## config.mk

```make
export PLATFORM = sky130hd
export DESIGN_NAME = imem_boot_loader
export DESIGN_NICKNAME = d
export VERILOG_FILES = /design/src/rtl/imem_boot_loader_pkg.sv /design/src/rtl/imem_boot_loader_idle_timer.sv /design/src/rtl/imem_boot_loader.sv
export SDC_FILE = /design/constraint.sdc
export NUM_CORES = 1
export LEC_CHECK = 0
export CAP_MARGIN = 5
export CORE_AREA = 10 10 119 121
export CTS_BUF_LIST = sky130_fd_sc_hd__clkbuf_2
export DETAILED_ROUTE_END_ITERATION = 7
export DIE_AREA = 0 0 129 131
export PLACE_DENSITY = 0.78
export SKIP_LAST_GASP = 1
export SLEW_MARGIN = 40
export SYNTH_ARGS = -nofsm -noshare
export SYNTH_HDL_FRONTEND = slang
export SYNTH_HIERARCHICAL = 1
export SYNTH_SLANG_ARGS = --single-unit
```

## constraint.sdc

```tcl
create_clock -name clk -period 5.3 [get_ports clk]
set_clock_uncertainty 0.1 [all_clocks]
set_input_delay 1.06 -clock clk [delete_from_list [all_inputs] [get_ports clk]]
set_output_delay 1.06 -clock clk [all_outputs]
set_load 0.01 [all_outputs]
```

## src/rtl/imem_boot_loader_pkg.sv

```systemverilog
`default_nettype none
// ============================================================================
// Module      : imem_boot_loader_pkg
// Description : Shared definitions for the instruction-memory boot loader.
//               Holds the loader FSM state encoding, the err_code values,
//               the frame header length and a small state-class helper.
//               Optional feature macro: BOOT_CHECKSUM_EN adds the CSUM state
//               and the checksum error code.
// Revision    : 1.0 - initial release
// ============================================================================
package imem_boot_loader_pkg;

    typedef enum logic [2:0] {
        ST_IDLE   = 3'd0,
        ST_HDR_HI = 3'd1,
        ST_HDR_LO = 3'd2,
        ST_DATA   = 3'd3,
`ifdef BOOT_CHECKSUM_EN
        ST_CSUM   = 3'd4,
`endif
        ST_DONE   = 3'd5,
        ST_ERR    = 3'd6
    } boot_state_t;

    localparam logic [1:0] ERR_NONE      = 2'd0;
    localparam logic [1:0] ERR_BAD_COUNT = 2'd1;
    localparam logic [1:0] ERR_TIMEOUT   = 2'd2;
`ifdef BOOT_CHECKSUM_EN
    localparam logic [1:0] ERR_CHECKSUM  = 2'd3;
`endif

    // Header is a big-endian 16-bit word count.
    localparam int HDR_BYTES = 2;

    // True in every state that is waiting on the byte stream.
    function automatic logic is_loading(input boot_state_t s);
        logic r;
        r = 1'b0;
        case (s)
            ST_HDR_HI, ST_HDR_LO, ST_DATA: r = 1'b1;
`ifdef BOOT_CHECKSUM_EN
            ST_CSUM:                       r = 1'b1;
`endif
            default:                       r = 1'b0;
        endcase
        return r;
    endfunction

endpackage
`default_nettype wire

```

## src/rtl/imem_boot_loader_idle_timer.sv

```systemverilog
`default_nettype none
// ============================================================================
// Module      : boot_idle_timer
// Description : Idle counter for the boot loader. Counts cycles since the
//               last clear and raises expired once TIMEOUT_CYCLES is reached
//               (the count saturates there). TIMEOUT_CYCLES == 0 builds a
//               constant-0 timer.
// Ports       : clk, reset (async, active-high), clear (restart from 0),
//               expired (terminal count reached)
// Revision    : 1.0 - initial release
// ============================================================================
module boot_idle_timer #(
    parameter int TIMEOUT_CYCLES = 1000000
) (
    input  logic clk,
    input  logic reset,
    input  logic clear,
    output logic expired
);

    generate
        if (TIMEOUT_CYCLES == 0) begin : g_disabled
            logic unused_inputs;
            assign unused_inputs = ^{clk, reset, clear};
            assign expired       = 1'b0;
        end else begin : g_enabled
            localparam int CW = $clog2(TIMEOUT_CYCLES + 1);
            localparam logic [CW-1:0] TERMINAL = CW'(TIMEOUT_CYCLES);

            logic [CW-1:0] count;

            always_ff @(posedge clk or posedge reset) begin
                if (reset) begin
                    count <= '0;
                end else if (clear) begin
                    count <= '0;
                end else if (count != TERMINAL) begin
                    count <= count + 1'b1;
                end
            end

            assign expired = (count == TERMINAL);
        end
    endgenerate

endmodule
`default_nettype wire

```

## src/rtl/imem_boot_loader.sv

```systemverilog
`default_nettype none
// ============================================================================
// Module      : imem_boot_loader
// Description : Receives a framed program image as a valid/ready byte stream
//               (count_hi, count_lo, then count words MSB first), packs it
//               into 32-bit words and writes them through the core's
//               instruction-memory init port while holding the core frozen.
//               Releases init_mode on success; on error keeps the core held
//               and reports err_code (1 bad count, 2 timeout, 3 checksum).
// Macro       : BOOT_CHECKSUM_EN - expect a trailing XOR checksum byte.
// Ports       : clk, reset (async, active-high), start,
//               rx_data/rx_valid/rx_ready  byte stream in,
//               init_mode/write_enable/init_address/init_instruction  to core,
//               busy/done/error/err_code/words_loaded  status
// Revision    : 1.0 - initial release
// ============================================================================
module imem_boot_loader
    import imem_boot_loader_pkg::*;
#(
    parameter int ADDR_W         = 12,
    parameter int MAX_WORDS      = 4096,
    parameter int TIMEOUT_CYCLES = 1000000
) (
    input  logic              clk,
    input  logic              reset,
    input  logic              start,
    input  logic [7:0]        rx_data,
    input  logic              rx_valid,
    output logic              rx_ready,
    output logic              init_mode,
    output logic              write_enable,
    output logic [ADDR_W-1:0] init_address,
    output logic [31:0]       init_instruction,
    output logic              busy,
    output logic              done,
    output logic              error,
    output logic [1:0]        err_code,
    output logic [ADDR_W:0]   words_loaded
);

    boot_state_t state;
    logic [7:0]  count_hi;
    logic [15:0] word_count;
    logic [1:0]  byte_idx;
    logic [23:0] shift;
    // Set once the last data byte is in: the remaining DATA cycle is the
    // final write strobe, during which no further byte may be taken.
    logic        data_done;

    logic        accept;
    logic        expired;
    logic        timer_clear;
    logic [15:0] hdr_count;
    logic [16:0] next_words;

    assign rx_ready    = is_loading(state) && !data_done;
    assign accept      = rx_valid && rx_ready;
    assign hdr_count   = {count_hi, rx_data};
    assign next_words  = 17'(words_loaded) + 17'd1;
    // Outside the loading states the timer is parked at 0, which also covers
    // the clear on an accepted start.
    assign timer_clear = accept || !is_loading(state);

    boot_idle_timer #(
        .TIMEOUT_CYCLES(TIMEOUT_CYCLES)
    ) u_idle_timer (
        .clk    (clk),
        .reset  (reset),
        .clear  (timer_clear),
        .expired(expired)
    );

`ifdef BOOT_CHECKSUM_EN
    logic [7:0] csum;

    always_ff @(posedge clk or posedge reset) begin
        if (reset) begin
            csum <= '0;
        end else if (start && !is_loading(state)) begin
            csum <= '0;
        end else if (accept && state != ST_CSUM) begin
            csum <= csum ^ rx_data;
        end
    end
`endif

    always_ff @(posedge clk or posedge reset) begin
        if (reset) begin
            state            <= ST_IDLE;
            count_hi         <= '0;
            word_count       <= '0;
            byte_idx         <= '0;
            shift            <= '0;
            data_done        <= 1'b0;
            init_mode        <= 1'b0;
            write_enable     <= 1'b0;
            init_address     <= '0;
            init_instruction <= '0;
            busy             <= 1'b0;
            done             <= 1'b0;
            error            <= 1'b0;
            err_code         <= ERR_NONE;
            words_loaded     <= '0;
        end else begin
            write_enable <= 1'b0;
            case (state)
                ST_IDLE, ST_DONE, ST_ERR: begin
                    if (start) begin
                        state        <= ST_HDR_HI;
                        init_mode    <= 1'b1;
                        busy         <= 1'b1;
                        done         <= 1'b0;
                        error        <= 1'b0;
                        err_code     <= ERR_NONE;
                        words_loaded <= '0;
                        byte_idx     <= '0;
                        data_done    <= 1'b0;
                    end
                end
                ST_HDR_HI: begin
                    if (accept) begin
                        count_hi <= rx_data;
                        state    <= ST_HDR_LO;
                    end else if (expired) begin
                        state    <= ST_ERR;
                        busy     <= 1'b0;
                        error    <= 1'b1;
                        err_code <= ERR_TIMEOUT;
                    end
                end
                ST_HDR_LO: begin
                    if (accept) begin
                        if (hdr_count == 16'd0 || 32'(hdr_count) > 32'(MAX_WORDS)) begin
                            state    <= ST_ERR;
                            busy     <= 1'b0;
                            error    <= 1'b1;
                            err_code <= ERR_BAD_COUNT;
                        end else begin
                            word_count <= hdr_count;
                            byte_idx   <= '0;
                            state      <= ST_DATA;
                        end
                    end else if (expired) begin
                        state    <= ST_ERR;
                        busy     <= 1'b0;
                        error    <= 1'b1;
                        err_code <= ERR_TIMEOUT;
                    end
                end
                ST_DATA: begin
                    if (data_done) begin
                        // Final strobe cycle is in progress; move on after it.
                        data_done <= 1'b0;
`ifdef BOOT_CHECKSUM_EN
                        state     <= ST_CSUM;
`else
                        state     <= ST_DONE;
                        init_mode <= 1'b0;
                        busy      <= 1'b0;
                        done      <= 1'b1;
`endif
                    end else if (accept) begin
                        byte_idx <= byte_idx + 2'd1;
                        if (byte_idx == 2'd3) begin
                            write_enable     <= 1'b1;
                            init_address     <= words_loaded[ADDR_W-1:0];
                            init_instruction <= {shift, rx_data};
                            words_loaded     <= words_loaded + 1'b1;
                            if (next_words == 17'(word_count)) begin
                                data_done <= 1'b1;
                            end
                        end else begin
                            shift <= {shift[15:0], rx_data};
                        end
                    end else if (expired) begin
                        state    <= ST_ERR;
                        busy     <= 1'b0;
                        error    <= 1'b1;
                        err_code <= ERR_TIMEOUT;
                    end
                end
`ifdef BOOT_CHECKSUM_EN
                ST_CSUM: begin
                    if (accept) begin
                        if (rx_data == csum) begin
                            state     <= ST_DONE;
                            init_mode <= 1'b0;
                            busy      <= 1'b0;
                            done      <= 1'b1;
                        end else begin
                            state    <= ST_ERR;
                            busy     <= 1'b0;
                            error    <= 1'b1;
                            err_code <= ERR_CHECKSUM;
                        end
                    end else if (expired) begin
                        state    <= ST_ERR;
                        busy     <= 1'b0;
                        error    <= 1'b1;
                        err_code <= ERR_TIMEOUT;
                    end
                end
`endif
                default: state <= ST_IDLE;
            endcase
        end
    end

endmodule
`default_nettype wire

```

* Word-level counts from Yosys, hierarchy flattened
Index checks and enable logic that the tools add are counted.
Storage, ports and cells: bits in registers 138, input bits 12, output and inout port bits 65
Cells by class: add/subtract/negate cells 4, magnitude comparators 1, equality and inequality tests 18, muxes and demuxes 55, bitwise operators 3, reduce and logical (&&, ||, !) cells 25
Operator list (number):
- $mux 13 | 4
- $mux 20 | 2
- $pmux 13 s2 | 1
- $mux 1 | 23
- $mux 3 | 7
- $add 20x1->20 const B | 1
- $eq 20x20->1 const B | 1
- $mux 2 | 10
- $ne 20x20->1 const B | 1
- $eq 14x16->1 | 1
- $gt 16x13->1 const B | 1
- $logic_not 16->1 | 1
- $add 13x1->14 const B | 1
- $ne 2x2->1 const B | 7
- $add 13x1->13 const B | 1
- $pmux 3 s4 | 1
- $reduce_and 4->1 | 3
- $reduce_and 3->1 | 3
- $pmux 1 s4 | 2
- $pmux 2 s4 | 1
- $eq 3x2->1 const B | 2
- $eq 3x3->1 const B | 2
- $ne 3x3->1 const B | 2
- $pmux 1 s2 | 3
- 16 further kinds | 25

* Depth between registers and ports, before layout
Gate-level depths: netlist of run 1.
depth in word-level cells 8, gate-level depth with buffers 10, depth with buffers taken out 10

* Modules after synthesis
Netlist of run 1, hierarchy kept.
Modules (own cells, without submodules):
- imem_boot_loader | times used 1, cells an instance 525, area each 5265.0 um^2
- boot_idle_timer | times used 1, cells an instance 115, area each 1098.6 um^2

* Least setup slack after synthesis of run 1
Ideal clock, no wire load.
path type input -> register, start point input rx_data[1], end point register word_count[0], setup time 0.125 ns, arrival 2.614 ns, path slack 2.462 ns, stages on the path 5, path through nor4_1 -> a31oi_1 -> nor4_4 -> buf_6 -> mux2_2
On the way: longest elaborated chain between the ends 4
Ends and longest elaborated chain:
- start: declaration | line imem_boot_loader.sv:27 | input logic [7:0] rx_data,
- $gt 16x13->1 / $logic_not 16->1 (equally long branches) | line imem_boot_loader.sv:133 | if (hdr_count == 16'd0 || 32'(hdr_count) > 32'(MAX_WORDS)) begin
- $logic_or 1x1->1 * | line imem_boot_loader.sv:133
- $not 1->1 (no source line) *
- $reduce_and 3->1 (no source line) *
- end signal: assignment | line imem_boot_loader.sv:139 | word_count <= hdr_count;
- end: declaration | line imem_boot_loader.sv:43 | logic [15:0] word_count;
Mark *: on every way between the ends. The rest lies on a longest branch, timed or not. A chain may end at the register's enable or synchronous reset.

* Final worst setup path of run 1
start point register state[1], end point output rx_ready
On the way: longest elaborated chain between the ends 4
Ends and longest elaborated chain:
- start: declaration | line imem_boot_loader.sv:41 | boot_state_t state;
- start signal: assignment | line imem_boot_loader.sv:89 | state <= ST_IDLE;
- start signal: assignment | line imem_boot_loader.sv:109 | state <= ST_HDR_HI;
- start signal: assignment | line imem_boot_loader.sv:123 | state <= ST_HDR_LO;
- $eq 3x2->1 / $eq 3x1->1 (equally long branches) | line imem_boot_loader_pkg.sv:39 | case (s)
- $reduce_or 3->1 * | line imem_boot_loader_pkg.sv:39
- $mux 1 * | line imem_boot_loader_pkg.sv:39
- $logic_and 1x1->1 * | line imem_boot_loader.sv:56 | assign rx_ready = is_loading(state) && !data_done;
- end: declaration | line imem_boot_loader.sv:29 | output logic rx_ready,
Marks and branches as above.

==> results of run 1 <==
## final cells by class
cell class / count / area [sq um] / area share
flip-flops and latches: 138 / 3450 / 0.460
clock inverters: 14 / 195 / 0.0260
repair buffers: 82 / 806 / 0.107
inverters: 14 / 57.6 / 0.00766
well taps: 147 / 184 / 0.0245
clock buffers: 17 / 85.1 / 0.0113
multi-input cells: 458 / 2730 / 0.364
## Yosys cell counts, types with 3 or more instances
| cell type | number |
|---|---|
| xnor2_1 | 15 |
| nand2b_1 | 9 |
| nor4_1 | 8 |
| nor2b_1 | 8 |
| or3_1 | 4 |
| mux2_2 | 46 |
| clkbuf_1 | 16 |
| buf_2 | 5 |
| xor2_1 | 16 |
| nand3_1 | 14 |
| a21oi_1 | 16 |
| dfrtp_1 | 138 |
| and3_1 | 8 |
| nand2_1 | 171 |
| o31ai_1 | 6 |
| o21ai_0 | 32 |
| a21o_1 | 3 |
| inv_1 | 13 |
| buf_1 | 7 |
| and4_1 | 5 |
| nand4_1 | 14 |
| ha_1 | 4 |
| a31oi_1 | 5 |
| nor2_1 | 31 |
| nor3_1 | 8 |
## power breakdown
part	internal (W)	switching, W	leakage [nW]
Sequential	0.00135	0.000280	1.81
Combinational	0.000565	0.000482	1.40
Clock	0.000312	0.000398	0.167
## path summary, 6_finish.rpt
path / slack [ns] / startpoint / end
max reg2reg: 2.79 / u_idle_timer/g_enabled.count[6] / busy
max: 1.74 / state[1] / rx_ready
min reg2reg: 0.40 / shift[23] / init_instruction[31]
min in group asynchronous: 0.62 / reset / u_idle_timer/g_enabled.count[9]
max in group asynchronous: 3.59 / reset / words_loaded[0]
min: 0.40 / shift[23] / init_instruction[31]
## state kept, by name, indices dropped and copies added (netlist names), 2 cells and up
name / cells
byte_idx: 2
count_hi: 8
err_code: 2
init_address: 12
init_instruction: 32
shift: 24
state: 3
u_idle_timer/g_enabled.count: 20
word_count: 16
words_loaded: 13
## kinds of logic after synthesis
logic type,synth area share
flops,0.543
simple gates,0.219
xor+xnor,0.0427
mux,0.0845
buf+inv,0.0293
fa+ha+maj,0.00787
compound gates,0.0739
## routing by layer
metal,track usage,vias up
met5,0,-
met2,0.307,156
li1,-,2333
met4,0.0622,0
met1,0.234,2465
met3,0.0580,25
## through the flow
stage / instance area [sq um] / power [W] / hold slack, ns
global placement: 7210 / 0.00265 / 0.350
floorplan: 6360 / 0.00225 / 0.335
detailed placement: 7230 / 0.00271 / 0.355
CTS: 7510 / 0.00341 / 0.402
global route: 7510 / 0.00362 / 0.430
finish: 7510 / 0.00339 / 0.397
## critical path, stage by stage (launching register included)
cell and delay, ns:
dfrtp_1 0.73, o21bai_1 0.23, nor2_1 0.17, clkdlybuf4s50_1 0.56
==> results.txt, run 1 <==
----------------------------------------------------
[Clocking]
  Clk slew on worst S/H paths ... 0.21 ns
  CTS tree ... done
  Buffer count from post-CTS setup fixing ... 0
  H-tree depth reported by CTS ... 4
  # clock sinks ... 138
  TritonCTS buffer count ... 17
  # resized after CTS ... 0
  CTS hold repair buffers ... 0
  Buffer levels on the longest clock path ... 2
  CTS Root Cell ... clkbuf_2
  Insertion delay to the later sink of the worst-skew pair ... 0.75 ns

[Timing]
  Smallest setup slack after layout ... 1.74 ns
  Final hold violations ... 0
  Period utilization ... 0.672
  Final period demand of the worst path ... 3.56 ns
  Measured slew at the worst slew-check pin ... 0.711 ns
  Count of pins over their slew limit ... 0
  Final setup violation count ... 0
  Worst slew margin relative to its limit ... 0.525
  Maximum operating frequency ... 281 MHz
  Unrepaired setup endpoints after global routing ... false
  Setup_tns ... 0 ns

[Placement]
  IO Port Bufs ... 76
  Instance count after placement with tap cells included ... 839
  Routability congestion estimate ... 0.866
  Sum of net half-perimeters after detailed placement ... 10.5 mm
  Post-Place Worst Slack ... 1.76 ns

[Synthesis]
  Portion of the post-synthesis area used by sequential elements ... 0.543
  Top post-synthesis cells by area ... dfrtp_1 (54%), nand2_1 (10%), mux2_2 (8.1%), o21ai_0 (2.5%), xor2_1 (2.2%)
  Synthesized area per cell ... 9.94 sq um
  Register bit total from synthesis ... 138
  Synth unique cells ... 54
  Fraction of synthesis flops using an asynchronous set or reset pin ... 1.00
  Synth Net Count ... 656
  Cells after synthesis ... 640
  Number of enable-type register cells in the synthesized netlist ... 0
  Total of warnings raised by yosys ... 6
  Top cell type's share of synthesized area ... 0.543
  Post-Synthesis Cell Area ... 6360 sq um
  Most used flip-flop cell after synthesis ... dfrtp_1
  Library cell with the largest summed area after synthesis ... dfrtp_1

[Final layout]
  Count of inserted antenna diode cells ... 0
  Most frequent standard cell in the layout excluding fill and tap cells ... nand2_1
  Final Non-Filler Cells ... 870
  Final net count ... 727
  Layout filler cell count ... 954
  Most frequent cells in the layout ... nand2_1 (171), dfrtp_1 (138), clkdlybuf4s50_1 (76), mux2_2 (46), o21ai_0 (32)
  Core Util, Final ... 0.636
  Area growth from synthesis to layout ... 18.1%
  Fraction of layout cells with a size suffix above 1 ... 0.130

[Worst setup path]
  Category of the worst setup path launch point ... flip-flop
  Critical path start-end classification ... flip-flop to output pin
  CP Data Required Time ... 4.14 ns
  Type of element capturing the critical path ... output pin
  Number of cells traversed by the worst register-to-register path ... 8
  Crit path DAT ... 2.40 ns
  Maximum fanout along the worst path ... 19

[Hold path]
  Number of cells traversed by the worst hold path ... 2
  Hold Path Class ... flip-flop to flip-flop

[Die]
  Area of the die ... 16,900 sq um
  Number of ports placed on the die boundary ... 77
  Die H ... 131 um
  Core Rows ... 40
  Initial core utilization ... 0.539
  Area of the core region ... 11,800 sq um
  Chip width ... 129 um

[Global routing]
  Via count of the first global-routing pass ... 4,965
  Wire length of the first global-routing pass ... 25.3 mm
  GRT Total Usage ... 0.188
  Number of antenna violations at the first check in global routing ... 0
  Pin count of the biggest net entering global routing ... 76
  Remaining Overflow, GRT ... 0

[Drt]
  Average wire per cell in the routed design ... 17.3 um
  Via-per-instance ratio ... 5.72
  Vias post-DR ... 4,979
  Uppermost signal routing layer after detailed routing ... met4
  Final routed DRC violation total ... 0
  Final wirelength ... 15.0 mm
  Detailed-routing iteration count for the pre-antenna-repair pass ... 5
  Met3 layer wire length in the routed design ... 969 um
  Met2 wire length ... 7.34 mm
  Detailed Route Iter0 Violations ... 510
  Number of nets still failing antenna checks after routing ... 0
  Wire length on met1 ... 6.48 mm

[Job]
  Number of maximum-capacitance constraint violations ... 0

[Status]
  Status ... complete, no violations

[Pwr]
  Ratio of total power to cell area ... 451 nW/um^2
  Leakage power figure ... 3.38 nW
  Worst supply voltage drop on vdd ... 285 uV

----------------------------------------------------
(Power assumes the default switching activity.)
==> run 2, diff against run 1 <==
==> constraint.sdc (replaced) <==
create_clock -name clk -period 3.6 [get_ports clk]
set_clock_uncertainty 0.1 [all_clocks]
set_input_delay 0.72 -clock clk [delete_from_list [all_inputs] [get_ports clk]]
set_output_delay 0.72 -clock clk [all_outputs]
set_load 0.01 [all_outputs]
==> run 2 against run 1 <==
First-iteration DRC count shrank 5.9%; register-to-register slack lost 1.7 ns; worst hold slack lost 0.097 ns; sequential share of layout area is essentially flat; utilization is essentially flat; combinational power grew 49%; global-route usage shrank 0.62 points; critical endpoint unchanged.
==> results.txt, run 2 (synthesis gave the netlist of run 1 again) <==
----------------------------------------------------
[Clocking]
  H-tree depth reported by CTS ... 4 (unchanged)
  CTS tree ... done (unchanged)
  CTS Root Cell ... clkbuf_2 (unchanged)
  CTS hold repair buffers ... 0 (unchanged)
  # resized after CTS ... 0 (unchanged)
  # clock sinks ... 138 (unchanged)
  Buffer levels on the longest clock path ... 2 (unchanged)
  Buffer count from post-CTS setup fixing ... 0 (unchanged)
  Clk slew on worst S/H paths ... 0.19 ns (was 0.21 ns)
  Insertion delay to the later sink of the worst-skew pair ... 0.67 ns (was 0.75 ns)
  TritonCTS buffer count ... 17 (unchanged)

[Drt]
  Detailed-routing iteration count for the pre-antenna-repair pass ... 7 (was 5)
  Uppermost signal routing layer after detailed routing ... met4 (unchanged)
  Number of nets still failing antenna checks after routing ... 0 (unchanged)
  Detailed Route Iter0 Violations ... 480 (was 510)
  Vias post-DR ... 4,886 (was 4,979)
  Met3 layer wire length in the routed design ... 793 um (was 969 um)
  Final wirelength ... 14.6 mm (was 15.0 mm)
  Wire length on met1 ... 6.59 mm (was 6.48 mm)
  Final routed DRC violation total ... 0 (unchanged)
  Via-per-instance ratio ... 5.60 (was 5.72)
  Average wire per cell in the routed design ... 16.7 um (was 17.3 um)
  Met2 wire length ... 7.10 mm (was 7.34 mm)

[Final layout]
  Most frequent cells in the layout ... nand2_1 (171), dfrtp_1 (138), clkdlybuf4s50_1 (76), mux2_2 (46), o21ai_0 (32) (unchanged)
  Final net count ... 730 (was 727)
  Core Util, Final ... 0.636 (about the same)
  Most frequent standard cell in the layout excluding fill and tap cells ... nand2_1 (unchanged)
  Fraction of layout cells with a size suffix above 1 ... 0.131 (was 0.130)
  Most flop-heavy register ... init_instruction (unchanged)
  Count of inserted antenna diode cells ... 0 (unchanged)
  Largest register FFs ... 32 (unchanged)
  Layout filler cell count ... 985 (was 954)
  Area growth from synthesis to layout ... 18.0% (was 18.1%)
  Largest registers ... init_instruction x32, shift x24, u_idle_timer/g_enabled.count x20 (unchanged)

[Worst setup path]
  Crit path DAT ... 2.31 ns (was 2.40 ns)
  Category of the worst setup path launch point ... flip-flop (unchanged)
  Number of logic stages on the critical path including buffering ... 3 (unchanged)
  Buffers plus inverters on the worst setup path ... 1 (unchanged)
  Type of element capturing the critical path ... output pin (unchanged)
  Worst r2r src ... words_loaded[0] (was u_idle_timer/g_enabled.count[6])
  Sequence of cells on the critical path ... o21bai_1, nor2_1, clkdlybuf4s50_1 (unchanged)
  Highest cell delay on the worst timing path ... 0.72 ns (was 0.73 ns)
  CP Data Required Time ... 2.78 ns (was 4.14 ns)
  Maximum fanout along the worst path ... 19 (unchanged)
  R2R Setup Slk ... 1.06 ns (was 2.79 ns)
  Top delay family on crit path ... flip-flops (unchanged)
  Critical path start-end classification ... flip-flop to output pin (unchanged)
  Capture instance of the worst register-to-register path ... data_done (was busy)
  Slowest cell on the critical path ... dfrtp_1 (unchanged)
  Number of cells traversed by the worst register-to-register path ... 7 (was 8)

[Global routing]
  Via count of the first global-routing pass ... 4,757 (was 4,965)
  Wire length of the first global-routing pass ... 24.7 mm (was 25.3 mm)
  Remaining Overflow, GRT ... 0 (unchanged)
  Number of antenna violations at the first check in global routing ... 0 (unchanged)
  GRT Total Usage ... 0.182 (was 0.188)
  Pin count of the biggest net entering global routing ... 64 (was 76)

[Placement]
  Routability congestion estimate ... 0.894 (was 0.866)
  Sum of net half-perimeters after detailed placement ... 10.4 mm (was 10.5 mm)
  IO Port Bufs ... 76 (unchanged)

[Status]
  Status ... complete, no violations (unchanged)

[Die]
  Number of ports placed on the die boundary ... 77 (unchanged)
  Chip width ... 129 um (unchanged)
  Area of the die ... 16,900 sq um (unchanged)
  Core Rows ... 40 (unchanged)
  Initial core utilization ... 0.539 (unchanged)
  Area of the core region ... 11,800 sq um (unchanged)
  Die H ... 131 um (unchanged)

[Pwr]
  Leakage power figure ... 3.37 nW (was 3.38 nW)
  Ratio of total power to cell area ... 643 nW/um^2 (was 451 nW/um^2)
  Worst supply voltage drop on vdd ... 364 uV (was 285 uV)

[Timing]
  Period utilization ... 0.868
  Maximum operating frequency ... 320 MHz
  Unrepaired setup endpoints after global routing ... false (unchanged)
  Final setup violation count ... 0 (unchanged)
  Count of pins over their slew limit ... 0 (unchanged)
  Worst slew margin relative to its limit ... 0.533 (was 0.525)
  Setup_tns ... 0 ns (unchanged)
  Final hold violations ... 0 (unchanged)
  Final period demand of the worst path ... 3.13 ns
  Measured slew at the worst slew-check pin ... 0.696 ns (was 0.711 ns)

[Job]
  Number of maximum-capacitance constraint violations ... 0 (unchanged)

[Hold path]
  Hold Path Class ... input pin to asynchronous set/reset pin (was flip-flop to flip-flop)

----------------------------------------------------
## run 2: power breakdown
part           switching (W)  internal [W]  total [W]
Sequential          0.000406       0.00199    0.00240
Clock               0.000555      0.000316   0.000871
Combinational       0.000712      0.000845    0.00156
Total                0.00167       0.00316    0.00483
## run 2: worst max path at each step
stage | startpoint | to
6_report | state[1] | rx_ready
3_5_place_dp | rx_data[2] | word_count[9]
5_1_grt | state[1] | rx_ready
4_1_cts | state[1] | rx_ready
2_1_floorplan | rx_data[1] | word_count[0]
3_3_place_gp | rx_data[2] | word_count[3]
## run 2: stage by stage
| step | instances | total power, W | setup WS (ns) | instance area (sq um) | hold WS (ns) |
|---|---|---|---|---|---|
| floorplan | 640 | 0.00331 | 1.10 | 6370 | 0.335 |
| detailed placement | 841 | 0.00400 | 0.414 | 7270 | 0.358 |
| finish | 873 | 0.00483 | 0.475 | 7510 | 0.300 |
| global route | 873 | 0.00516 | 0.259 | 7510 | 0.216 |
| global placement | 841 | 0.00392 | 0.533 | 7270 | 0.351 |
| CTS | 872 | 0.00487 | 0.432 | 7490 | 0.404 |
## run 2: layer usage
| layer | vias up | GRT usage |
|---|---|---|
| li1 | 2324 | - |
| met1 | 2432 | 0.242 |
| met2 | 118 | 0.288 |
| met3 | 12 | 0.0540 |
| met4 | 0 | 0.0415 |
| met5 | - | 0 |
## run 2: final cells by class
class / count / area [sq um] / share of cell area
Clock buffer: 19 / 95.1 / 0.0127
Clock inverter: 12 / 128 / 0.0170
Inverter: 14 / 56.3 / 0.00750
Multi-Input combinational cell: 458 / 2730 / 0.363
Sequential cell: 138 / 3450 / 0.460
Tap cell: 147 / 184 / 0.0245
Timing Repair Buffer: 85 / 866 / 0.115
